## src/rtl/ncu_sii_pkg.sv

```systemverilog
// Shared types and constants for the SII->NCU inbound receive path.
// Beat counts, packet widths, FSM state encoding and header field positions.
package ncu_sii_pkg;

    localparam int SII_NCU_BEATS = 4;
    localparam int HDR_W         = 16;
    localparam int PAYLOAD_W     = 128;
    localparam int PKT_W         = HDR_W + PAYLOAD_W + 1;

    localparam int HDR_TYPE_MSB  = 15;
    localparam int HDR_TYPE_LSB  = 13;
    localparam int HDR_TAG_MSB   = 12;
    localparam int HDR_TAG_LSB   = 9;
    localparam int HDR_INFO_MSB  = 8;
    localparam int HDR_INFO_LSB  = 0;

    typedef enum logic [2:0] {
        IDLE = 3'd0,
        HDR  = 3'd1,
        P0   = 3'd2,
        P1   = 3'd3,
        P2   = 3'd4,
        P3   = 3'd5
    } sii_state_e;

    // Even parity per half-word; returns 1 when either half disagrees.
    function automatic logic beat_perr(input logic [31:0] d, input logic [1:0] p);
        return ((^d[31:16]) != p[1]) | ((^d[15:0]) != p[0]);
    endfunction

endpackage

```

## src/rtl/ncu_sii_pkt_fifo.sv

```systemverilog
// Synchronous packet FIFO with a registered head; push and pop may coincide at any occupancy.
// Head is valid the cycle after a push into an empty FIFO; output holds its last value when empty.
module ncu_sii_pkt_fifo #(
    parameter int W     = 145,
    parameter int DEPTH = 4
) (
    input  logic                         iol2clk,
    input  logic                         rst,
    input  logic                         push,
    input  logic [W-1:0]                 din,
    input  logic                         pop,
    output logic                         dout_vld,
    output logic [W-1:0]                 dout,
    output logic [$clog2(DEPTH+1)-1:0]   cnt
);

    localparam int PTR_W = (DEPTH > 1) ? $clog2(DEPTH) : 1;
    localparam int CNT_W = $clog2(DEPTH+1);

    logic [W-1:0]     mem [DEPTH];
    logic [PTR_W-1:0] wr_ptr;
    logic [PTR_W-1:0] rd_ptr;

    function automatic logic [PTR_W-1:0] ptr_inc(input logic [PTR_W-1:0] p);
        return (p == PTR_W'(DEPTH-1)) ? '0 : p + PTR_W'(1);
    endfunction

    assign dout_vld = (cnt != '0);

    always_ff @(posedge iol2clk) begin
        if (push) begin
            mem[wr_ptr] <= din;
        end
    end

    always_ff @(posedge iol2clk) begin
        if (rst) begin
            wr_ptr <= '0;
            rd_ptr <= '0;
            cnt    <= '0;
            dout   <= '0;
        end else begin
            if (push) begin
                wr_ptr <= ptr_inc(wr_ptr);
            end
            if (pop) begin
                rd_ptr <= ptr_inc(rd_ptr);
            end
            cnt <= cnt + CNT_W'(push) - CNT_W'(pop);
            // The incoming word becomes head only if nothing else will be ahead of it.
            if (push && ((cnt == '0) || ((cnt == CNT_W'(1)) && pop))) begin
                dout <= din;
            end else if (pop && (cnt > CNT_W'(1))) begin
                dout <= mem[ptr_inc(rd_ptr)];
            end
        end
    end

`ifndef SYNTHESIS
    always_ff @(posedge iol2clk) begin
        if (!rst) begin
            assert (!(push && !pop && (cnt == CNT_W'(DEPTH))));
            assert (!(pop && (cnt == '0)));
        end
    end
`endif

endmodule

```

## src/rtl/ncu_sii_ingress_deser.sv

```systemverilog
// SII->NCU receiver: credit-limited gnt, 5-beat capture, parity check, packet FIFO.
// Latency gnt->pkt_vld 6 cycles; pkt_rdy backpressure stalls grants once credits run out.
module ncu_sii_ingress_deser
    import ncu_sii_pkg::*;
#(
    parameter int FIFO_DEPTH = 4,
    parameter int PERR_CNT_W = 8
) (
    input  logic                               iol2clk,
    input  logic                               rst,
    input  logic                               sii_ncu_req,
    input  logic [31:0]                        sii_ncu_data,
    input  logic [1:0]                         sii_ncu_dparity,
    output logic                               ncu_sii_gnt,
    output logic                               pkt_vld,
    input  logic                               pkt_rdy,
    output logic [HDR_W-1:0]                   pkt_hdr,
    output logic [PAYLOAD_W-1:0]               pkt_payload,
    output logic                               pkt_perr,
    output logic [PERR_CNT_W-1:0]              perr_cnt,
    output logic [$clog2(FIFO_DEPTH+1)-1:0]    fifo_cnt
);

    localparam int CNT_W = $clog2(FIFO_DEPTH+1);

    sii_state_e       state, state_nxt;
    logic             gnt_q, gnt_nxt;
    logic [CNT_W-1:0] credits;
    logic             pop;
    logic             push;
    logic             credit_ok;
    logic             beat_err;
    logic [HDR_W-1:0] hdr_q;
    logic [95:0]      payload_q;
    logic             perr_q;
    logic             push_perr;
    logic [PKT_W-1:0] push_dat;
    logic [PKT_W-1:0] head_dat;

    assign pop       = pkt_vld & pkt_rdy;
    // A pop this cycle frees a slot the grant may immediately reuse.
    assign credit_ok = (credits != '0) | pop;
    assign beat_err  = beat_perr(sii_ncu_data, sii_ncu_dparity);
    assign push_perr = perr_q | beat_err;
    assign push_dat  = {push_perr, hdr_q, sii_ncu_data, payload_q};
    assign ncu_sii_gnt = gnt_q;

    always_ff @(posedge iol2clk) begin
        if (rst) begin
            state <= IDLE;
            gnt_q <= 1'b0;
        end else begin
            state <= state_nxt;
            gnt_q <= gnt_nxt;
        end
    end

    always_comb begin
        state_nxt = state;
        gnt_nxt   = 1'b0;
        push      = 1'b0;
        case (state)
            IDLE: begin
                if (gnt_q) begin
                    state_nxt = HDR;
                end else if (sii_ncu_req && credit_ok) begin
                    gnt_nxt = 1'b1;
                end
            end
            HDR: state_nxt = P0;
            P0:  state_nxt = P1;
            P1:  state_nxt = P2;
            P2: begin
                state_nxt = P3;
                // Deciding here puts the next gnt in P3 for back-to-back transfers.
                if (sii_ncu_req && credit_ok) begin
                    gnt_nxt = 1'b1;
                end
            end
            P3: begin
                push      = 1'b1;
                state_nxt = gnt_q ? HDR : IDLE;
            end
            default: state_nxt = IDLE;
        endcase
    end

    always_ff @(posedge iol2clk) begin
        if (rst) begin
            hdr_q     <= '0;
            payload_q <= '0;
            perr_q    <= 1'b0;
        end else begin
            case (state)
                HDR: begin
                    hdr_q  <= sii_ncu_data[HDR_W-1:0];
                    perr_q <= beat_err;
                end
                P0: begin
                    payload_q[31:0] <= sii_ncu_data;
                    perr_q          <= perr_q | beat_err;
                end
                P1: begin
                    payload_q[63:32] <= sii_ncu_data;
                    perr_q           <= perr_q | beat_err;
                end
                P2: begin
                    payload_q[95:64] <= sii_ncu_data;
                    perr_q           <= perr_q | beat_err;
                end
                default: ;
            endcase
        end
    end

    always_ff @(posedge iol2clk) begin
        if (rst) begin
            credits  <= CNT_W'(FIFO_DEPTH);
            perr_cnt <= '0;
        end else begin
            credits <= credits + CNT_W'(pop) - CNT_W'(gnt_nxt);
            if (push && push_perr && (perr_cnt != '1)) begin
                perr_cnt <= perr_cnt + PERR_CNT_W'(1);
            end
        end
    end

    ncu_sii_pkt_fifo #(
        .W     (PKT_W),
        .DEPTH (FIFO_DEPTH)
    ) u_fifo (
        .iol2clk  (iol2clk),
        .rst      (rst),
        .push     (push),
        .din      (push_dat),
        .pop      (pop),
        .dout_vld (pkt_vld),
        .dout     (head_dat),
        .cnt      (fifo_cnt)
    );

    assign {pkt_perr, pkt_hdr, pkt_payload} = head_dat;

endmodule

```

## config.mk

```make
export PLATFORM = sky130hd
export DESIGN_NAME = ncu_sii_ingress_deser
export DESIGN_NICKNAME = d
export VERILOG_FILES = /design/src/rtl/ncu_sii_pkg.sv /design/src/rtl/ncu_sii_pkt_fifo.sv /design/src/rtl/ncu_sii_ingress_deser.sv
export SDC_FILE = /design/constraint.sdc
export NUM_CORES = 1
export LEC_CHECK = 0
export ABC_AREA = 0
export CAP_MARGIN = 20
export CORE_MARGIN = 10
export CORE_UTILIZATION = 40
export CTS_BUF_LIST = sky130_fd_sc_hd__clkbuf_8
export DETAILED_ROUTE_END_ITERATION = 16
export GPL_TIMING_DRIVEN = 0
export PLACE_DENSITY = 0.65
export SLEW_MARGIN = 20
export SYNTH_ARGS = -nofsm -noshare
export SYNTH_HDL_FRONTEND = slang
export SYNTH_SLANG_ARGS = --single-unit
```

## constraint.sdc

```tcl
create_clock -name iol2clk -period 5 [get_ports iol2clk]
set_input_delay 1.5 -clock iol2clk [delete_from_list [all_inputs] [get_ports iol2clk]]
set_output_delay 1.5 -clock iol2clk [all_outputs]
set_load 0.05 [all_outputs]
```

# After elaboration in Yosys (flattened, before gate mapping)
# Memories as Yosys holds them, arrays and structs flattened.
# Index checks and enable logic that the tools add are counted.
word_totals:
  register_bits: 280
  ram_bits: 580
  input_bits: 38
  output_inout_bits: 158
  wordCells: 68
  memories: 1
memory_table:
  columns: ["memory", "words", "width", "read_ports", "rd_clocked_by_memory_dff", "wr", "line_no", "rtl"]
  rows:
  - ["u_fifo.mem", 4, 145, 1, 0, 1, "ncu_sii_pkt_fifo.sv:20", "logic [W-1:0] mem [DEPTH];"]
classes:
  addsub: 7
  n_lt_le_gt_ge: 1
  eq_ne: 12
  muxes: 14
  bitwise: 4
  n_reduce_logical: 16
op_table:
  columns: ["op", "n"]
  rows:
  - ["$mux W145", 2]
  - ["$reduce_xor A16 Y1", 2]
  - ["$pmux W3 S6", 1]
  - ["$add A8 B1 Y8 const B", 1]
  - ["$ne A8 B8 Y1 const B", 1]
  - ["$add A3 B1 Y3", 2]
  - ["$eq A3 B1 Y1 const B", 2]
  - ["$eq A3 B2 Y1 const B", 2]
  - ["$eq A3 B3 Y1 const B", 2]
  - ["$logic_and A1 B1 Y1", 6]
  - ["$logic_not A3 Y1", 2]
  - ["$mux W1", 6]
  - ["$reduce_bool A3 Y1", 2]
  - ["$sub A3 B1 Y3", 2]
  - ["$add A2 B1 Y2 const B", 2]
  - ["$eq A2 B2 Y1 const B", 2]
  - ["$mux W2", 2]
  - ["$pmux W1 S2", 2]
  - ["$reduce_bool A2 Y1", 2]
  - ["$gt A3 B1 Y1 const B", 1]
  - ["$mux W3", 1]
  - ["$or A1 B1 Y1", 3]
  - ["$reduce_or A3 Y1", 1]
  - ["$ne A1 B1 Y1", 2]
  - ["other kinds (3)", 3]

# Logic depth before layout (Yosys ltp)
depth:
  depth_word: 8
  ltp_mapped: 11

# Modules after synthesis
# From an unflattened synthesis, not the netlist that was laid out.
unflattened:
  hier_cells: 2076
  hier_area_um2: 32354.8
by_module_without_submodules:
  columns: ["mod", "n_inst", "cells_each", "area_per_inst_um2", "seq_area_each_um2"]
  rows:
  - ["ncu_sii_pkt_fifo", 1, 1458, 27357.5, 20459.6]
  - ["ncu_sii_ingress_deser", 1, 618, 4997.3, 2562.5]

# Worst setup path after synthesis
# No wires, ideal clock.
synth_timing:
  path_kind: "register to register"
  startpoint: "reg state[0]"
  endpoint: "mem u_fifo.mem[1][0] (enable)"
  setup_ps: 522
  t_arrival_ps: 4435
  t_required_ps: 4478
  slack_ps: 43
  stages_incl_launch_ff: 6
  path_buffers: 2
  synth_period_minus_slack_ps: 4957
  cell_sequence: "dfxtp_1 -> buf_2 -> nand3b_1 -> inv_1 -> clkbuf_1 -> and2_1"
synth_between:
  elab_chain_len: 4
synth_rtl:
  columns: ["element", "line_no", "rtl"]
  rows:
  - ["from (decl)", "ncu_sii_ingress_deser.sv:26", "sii_state_e state, state_nxt;"]
  - ["from (signal assigned)", "ncu_sii_ingress_deser.sv:53", "state <= state_nxt;"]
  - ["$eq A3 B3 Y1", "ncu_sii_ingress_deser.sv:62", "case (state)"]
  - ["$mux W1", "ncu_sii_ingress_deser.sv:62", null]
  - ["$mux W1", "ncu_sii_pkt_fifo.sv:31", "if (push) begin"]
  - ["$mux W1 (implied by the code)", "ncu_sii_pkt_fifo.sv:32", "mem[wr_ptr] <= din;"]
  - ["to (decl)", "ncu_sii_pkt_fifo.sv:20", null]
# Every way passes these cells.

# Worst setup path after layout
layout_timing:
  startpoint: "in sii_ncu_data[8]"
  endpoint: "reg perr_cnt[7]"
layout_between:
  elab_chain_len: 6
layout_rtl:
  columns: ["element", "line_no", "rtl"]
  rows:
  - ["from (decl)", "ncu_sii_ingress_deser.sv:12", "input logic [31:0] sii_ncu_data,"]
  - ["$reduce_xor A16 Y1", "ncu_sii_pkg.sv:28", "return ((^d[31:16]) != p[1]) | ((^d[15:0]) != p[0]);"]
  - ["$ne A1 B1 Y1", "ncu_sii_pkg.sv:28", null]
  - ["$or A1 B1 Y1", "ncu_sii_pkg.sv:28", null]
  - ["$or A1 B1 Y1", "ncu_sii_ingress_deser.sv:44", "assign push_perr = perr_q | beat_err;"]
  - ["via push_perr", "ncu_sii_ingress_deser.sv:36", "logic push_perr;"]
  - ["$logic_and A1 B1 Y1 (2 in a row)", "ncu_sii_ingress_deser.sv:122", "if (push && push_perr && (perr_cnt != '1)) begin"]
  - ["to (signal assigned)", "ncu_sii_ingress_deser.sv:123", "perr_cnt <= perr_cnt + PERR_CNT_W'(1);"]
  - ["to (decl)", "ncu_sii_ingress_deser.sv:20", "output logic [PERR_CNT_W-1:0] perr_cnt,"]
# The timed path passes the listed nets, and every way through them passes these cells.
# A chain may end at the register's enable or synchronous reset.

==> summary.txt <==
Routing
  • DRT Pass-1 Iters: 5
  • Vias: about 20,000
  • WL final: 87,900 um
  • Final ANT Viol Nets: 0
  • Mean routed wirelength per cell: ~24 um
  • DR vias/cell: 5.35
  • # DRC: 0
  • DRT iter0 DRCs: 2,151

Setup path
  • Critical Path Source Type: input port
  • CP Cell Sequence: clkdlybuf4s50_1 -> xnor2_1 -> xnor2_2 -> xnor3_1 -> xnor2_2 -> nor3_2 -> buf_6 -> inv_1 -> a31oi_1 -> a211oi_1
  • Data required time of the critical path: 5.64 ns
  • Buf/Inv on CP: 3
  • CP arrival: 4.90 ns
  • Stages on the worst setup path: 10
  • Number of cells on the worst reg-to-reg path: 9
  • Crit-path max FO: 10
  • CP most frequent cell: xnor2_2
  • Family with the most delay on the worst path: buffers and inverters
  • Crit-path max cell delay: 0.93 ns
  • Crit Path Category: in -> reg
  • Worst path slowest cell: clkdlybuf4s50_1
  • CP endpoint kind: flip-flop

CTS
  • CTS root buf: clkbuf_8
  • Resized Gates After CTS: 0
  • Setup Fix Bufs, Post-CTS: 0
  • Num CTS Buffers: between 100 and 150
  • Clock transition at path regs: 0.06 ns
  • Clock Path Buffers: 3
  • Clock tree from TritonCTS: built
  • Clock Latency Late Sink: 0.81 ns
  • H-tree Lvls: 4
  • Clock net sink count: 860
  • # hold bufs at CTS: 0

Pwr
  • Pwr/cell area: 507 nW/um^2
  • Tot Pwr: 19.4 mW
  • Leak: 12.9 nW
  • Max VDD drop: roughly 0.31 mV

STA
  • Worst-margin pin slew: 1.10 ns
  • Slew Limit Headroom: 26.8%
  • Hold_ws: 0.474 ns
  • Period utilization: 85.3%
  • RSZ-0062 raised after global routing: no
  • Hold Fails Final Rpt: 0
  • Endpoints failing setup: 0
  • Worst clock skew: 0.0320 ns
  • Final min period: 4.27 ns
  • Fmax: 0.234 GHz
  • Slew Viols, Final: 0

Synthesis
  • Post-synth top cells: edfxtp_1, nor2_1, dfxtp_1
  • FFs w/ async S/R, synth: 0%
  • Most frequent cell after synthesis: edfxtp_1
  • Post-synth cell types: between 40 and 50
  • Synthesized Nets: between 2,000 and 2,500
  • Area share of the largest cell type after synthesis: 54.5%
  • Sequential area share after synthesis: between 70% and 80%
  • Synthesized cell area: around 32,000 um^2
  • Syn. warnings: 0
  • Synth Instances: 2,219
  • Top post-synthesis cells by area: edfxtp_1, dfxtp_1, mux4_2, nor2_1, nor4_1
  • Top cell type by total area after synthesis: edfxtp_1
  • Mean Syn Cell Area: ~14 um^2
  • Ys flop type: edfxtp_1
  • Post-synth EDFFs: 580
  • Flops & latches, synth: 860

Min path
  • Hold WC Path Type: reg -> reg
  • Hold Crit Depth: 2

GRT
  • GR Overflow Total: 0
  • Vias in the first global route: 19,600
  • Largest net degree at the start of global routing: 44
  • Initial antenna violation count: 6
  • GRT Total Usage: between 10% and 20%
  • First-pass GRT wire length: 128,000 um

Layout
  • Fill count: ~6,700
  • Non-filler instance count after layout: 3,738
  • Share of layout cells above drive strength 1: 13.9%
  • P&R area growth vs syn: 20.0%
  • Final net count: 2,619
  • Post-layout util: 48.5%

Die
  • Initial Util: 40.4%
  • Row cnt: 103
  • Core box area: between 70,000 and 80,000 um^2
  • Die Span Y: just over 300 um
  • Die area: roughly 90,000 um^2
  • Total I/O pin count: 196
  • Die width: 303 um

Flow run
  • Maxcap violations: 0

Outcome
  • Status: finished clean

Placement
  • Post-DP HPWL: 56,800 um
  • Inst Count DP: 3,476
  • GPL Wtd Cong: 0.807
  • Port Buffer Count: between 150 and 200
-- power breakdown --
group          leakage, nW  switching (mW)  total, mW  internal, mW
clock network         1.67            2.78       6.02          3.24
registers             7.60           0.354       8.36          8.01
logic                 3.65            3.09       5.03          1.94
-- layout by cell type (no fill, tap or decap), types with 5 or more instances in the layout --
cell,count
a21oi_1,121
buf_1,6
buf_16,8
buf_2,15
bufinv_16,6
clkbuf_1,118
clkbuf_8,159
clkdlybuf4s50_1,195
clkinv_1,7
clkinv_2,9
dfxtp_1,280
edfxtp_1,580
ha_1,12
inv_1,80
inv_8,5
mux4_2,145
nand2_1,238
nor2_1,449
nor2b_1,7
nor3_1,8
nor4_1,145
xnor2_1,27
-- layout make-up --
cell class                      count  area [um^2]  area share, %
Multi-Input combinational cell   1205         8320           21.7
Buffer                            140          552           1.44
Sequential cell                   860        23000           60.1
Clock inverter                     99          603           1.57
Timing Repair Buffer              207         2250           5.88
Inverter                           14         52.6          0.137
Tap cell                         1050         1310           3.43
Antenna cell                        4         10.0         0.0261
Clock buffer                      159         2190           5.71
-- registers in the layout, summed over array words and instances, names as in the netlist --
signal         flops
u_fifo.mem       580
credits            3
state              3
hdr_q             16
ncu_sii_gnt        1
u_fifo.dout      145
u_fifo.cnt         3
u_fifo.wr_ptr      2
perr_cnt           8
perr_q             1
payload_q         96
u_fifo.rd_ptr      2
-- logic make-up (layout without fill, tap and decap cells) --
logic type	after synthesis	count (layout)	share of synthesized area (%)
flip-flops	860	860	72.1
XOR/XNOR	34	34	1.09
buffers and inverters	154	619	1.89
multiplexers	149	149	10.4
AO/OA/AOI/OAI	132	132	2.17
adder cells (fa/ha/maj)	14	14	0.596
other	0	4	0
AND/OR/NAND/NOR	876	876	11.8
-- final timing paths --
| path | startpoint | to | slack (ns) |
|---|---|---|---|
| hold reg to reg | u_fifo.rd_ptr[1] | u_fifo.rd_ptr[1] | 0.47 |
| setup reg to reg | state[0] | u_fifo.dout[121] | 0.97 |
| hold / removal | u_fifo.rd_ptr[1] | u_fifo.rd_ptr[1] | 0.47 |
| setup / recovery | sii_ncu_data[8] | perr_cnt[7] | 0.73 |
-- worst register-to-register path: stages (launching register included) --
cell	delay, ns
dfxtp_1	0.32
buf_2	0.19
nand3b_1	0.40
inv_1	0.42
o2111ai_1	0.27
nand2_1	0.67
clkbuf_1	0.70
clkbuf_1	0.50
nor2_1	0.12
nor4_1	0.32
-- metal layers --
| layer | global-route usage (%) | wire, um |
|---|---|---|
| met5 | 0 | 22 |
| met4 | 5.65 | 1760 |
| met3 | 5.49 | 8230 |
| met2 | 29.5 | 41400 |
| met1 | 25.4 | 36500 |
-- metrics by stage --
| step | instance area [um^2] | setup WS, ns | setup TNS (ns) |
|---|---|---|---|
| after CTS | 38300 | 0.911 | 0 |
| final | 38300 | 0.734 | 0 |
| after global placement | 35200 | -3.58 | -2057.42 |
| after global routing | 38300 | 0.797 | 0 |
| after floorplan | 31900 | 0.0428 | 0 |
| after detailed placement | 35500 | 0.0507 | 0 |
No activity file was read; power rests on OpenSTA's default activity.
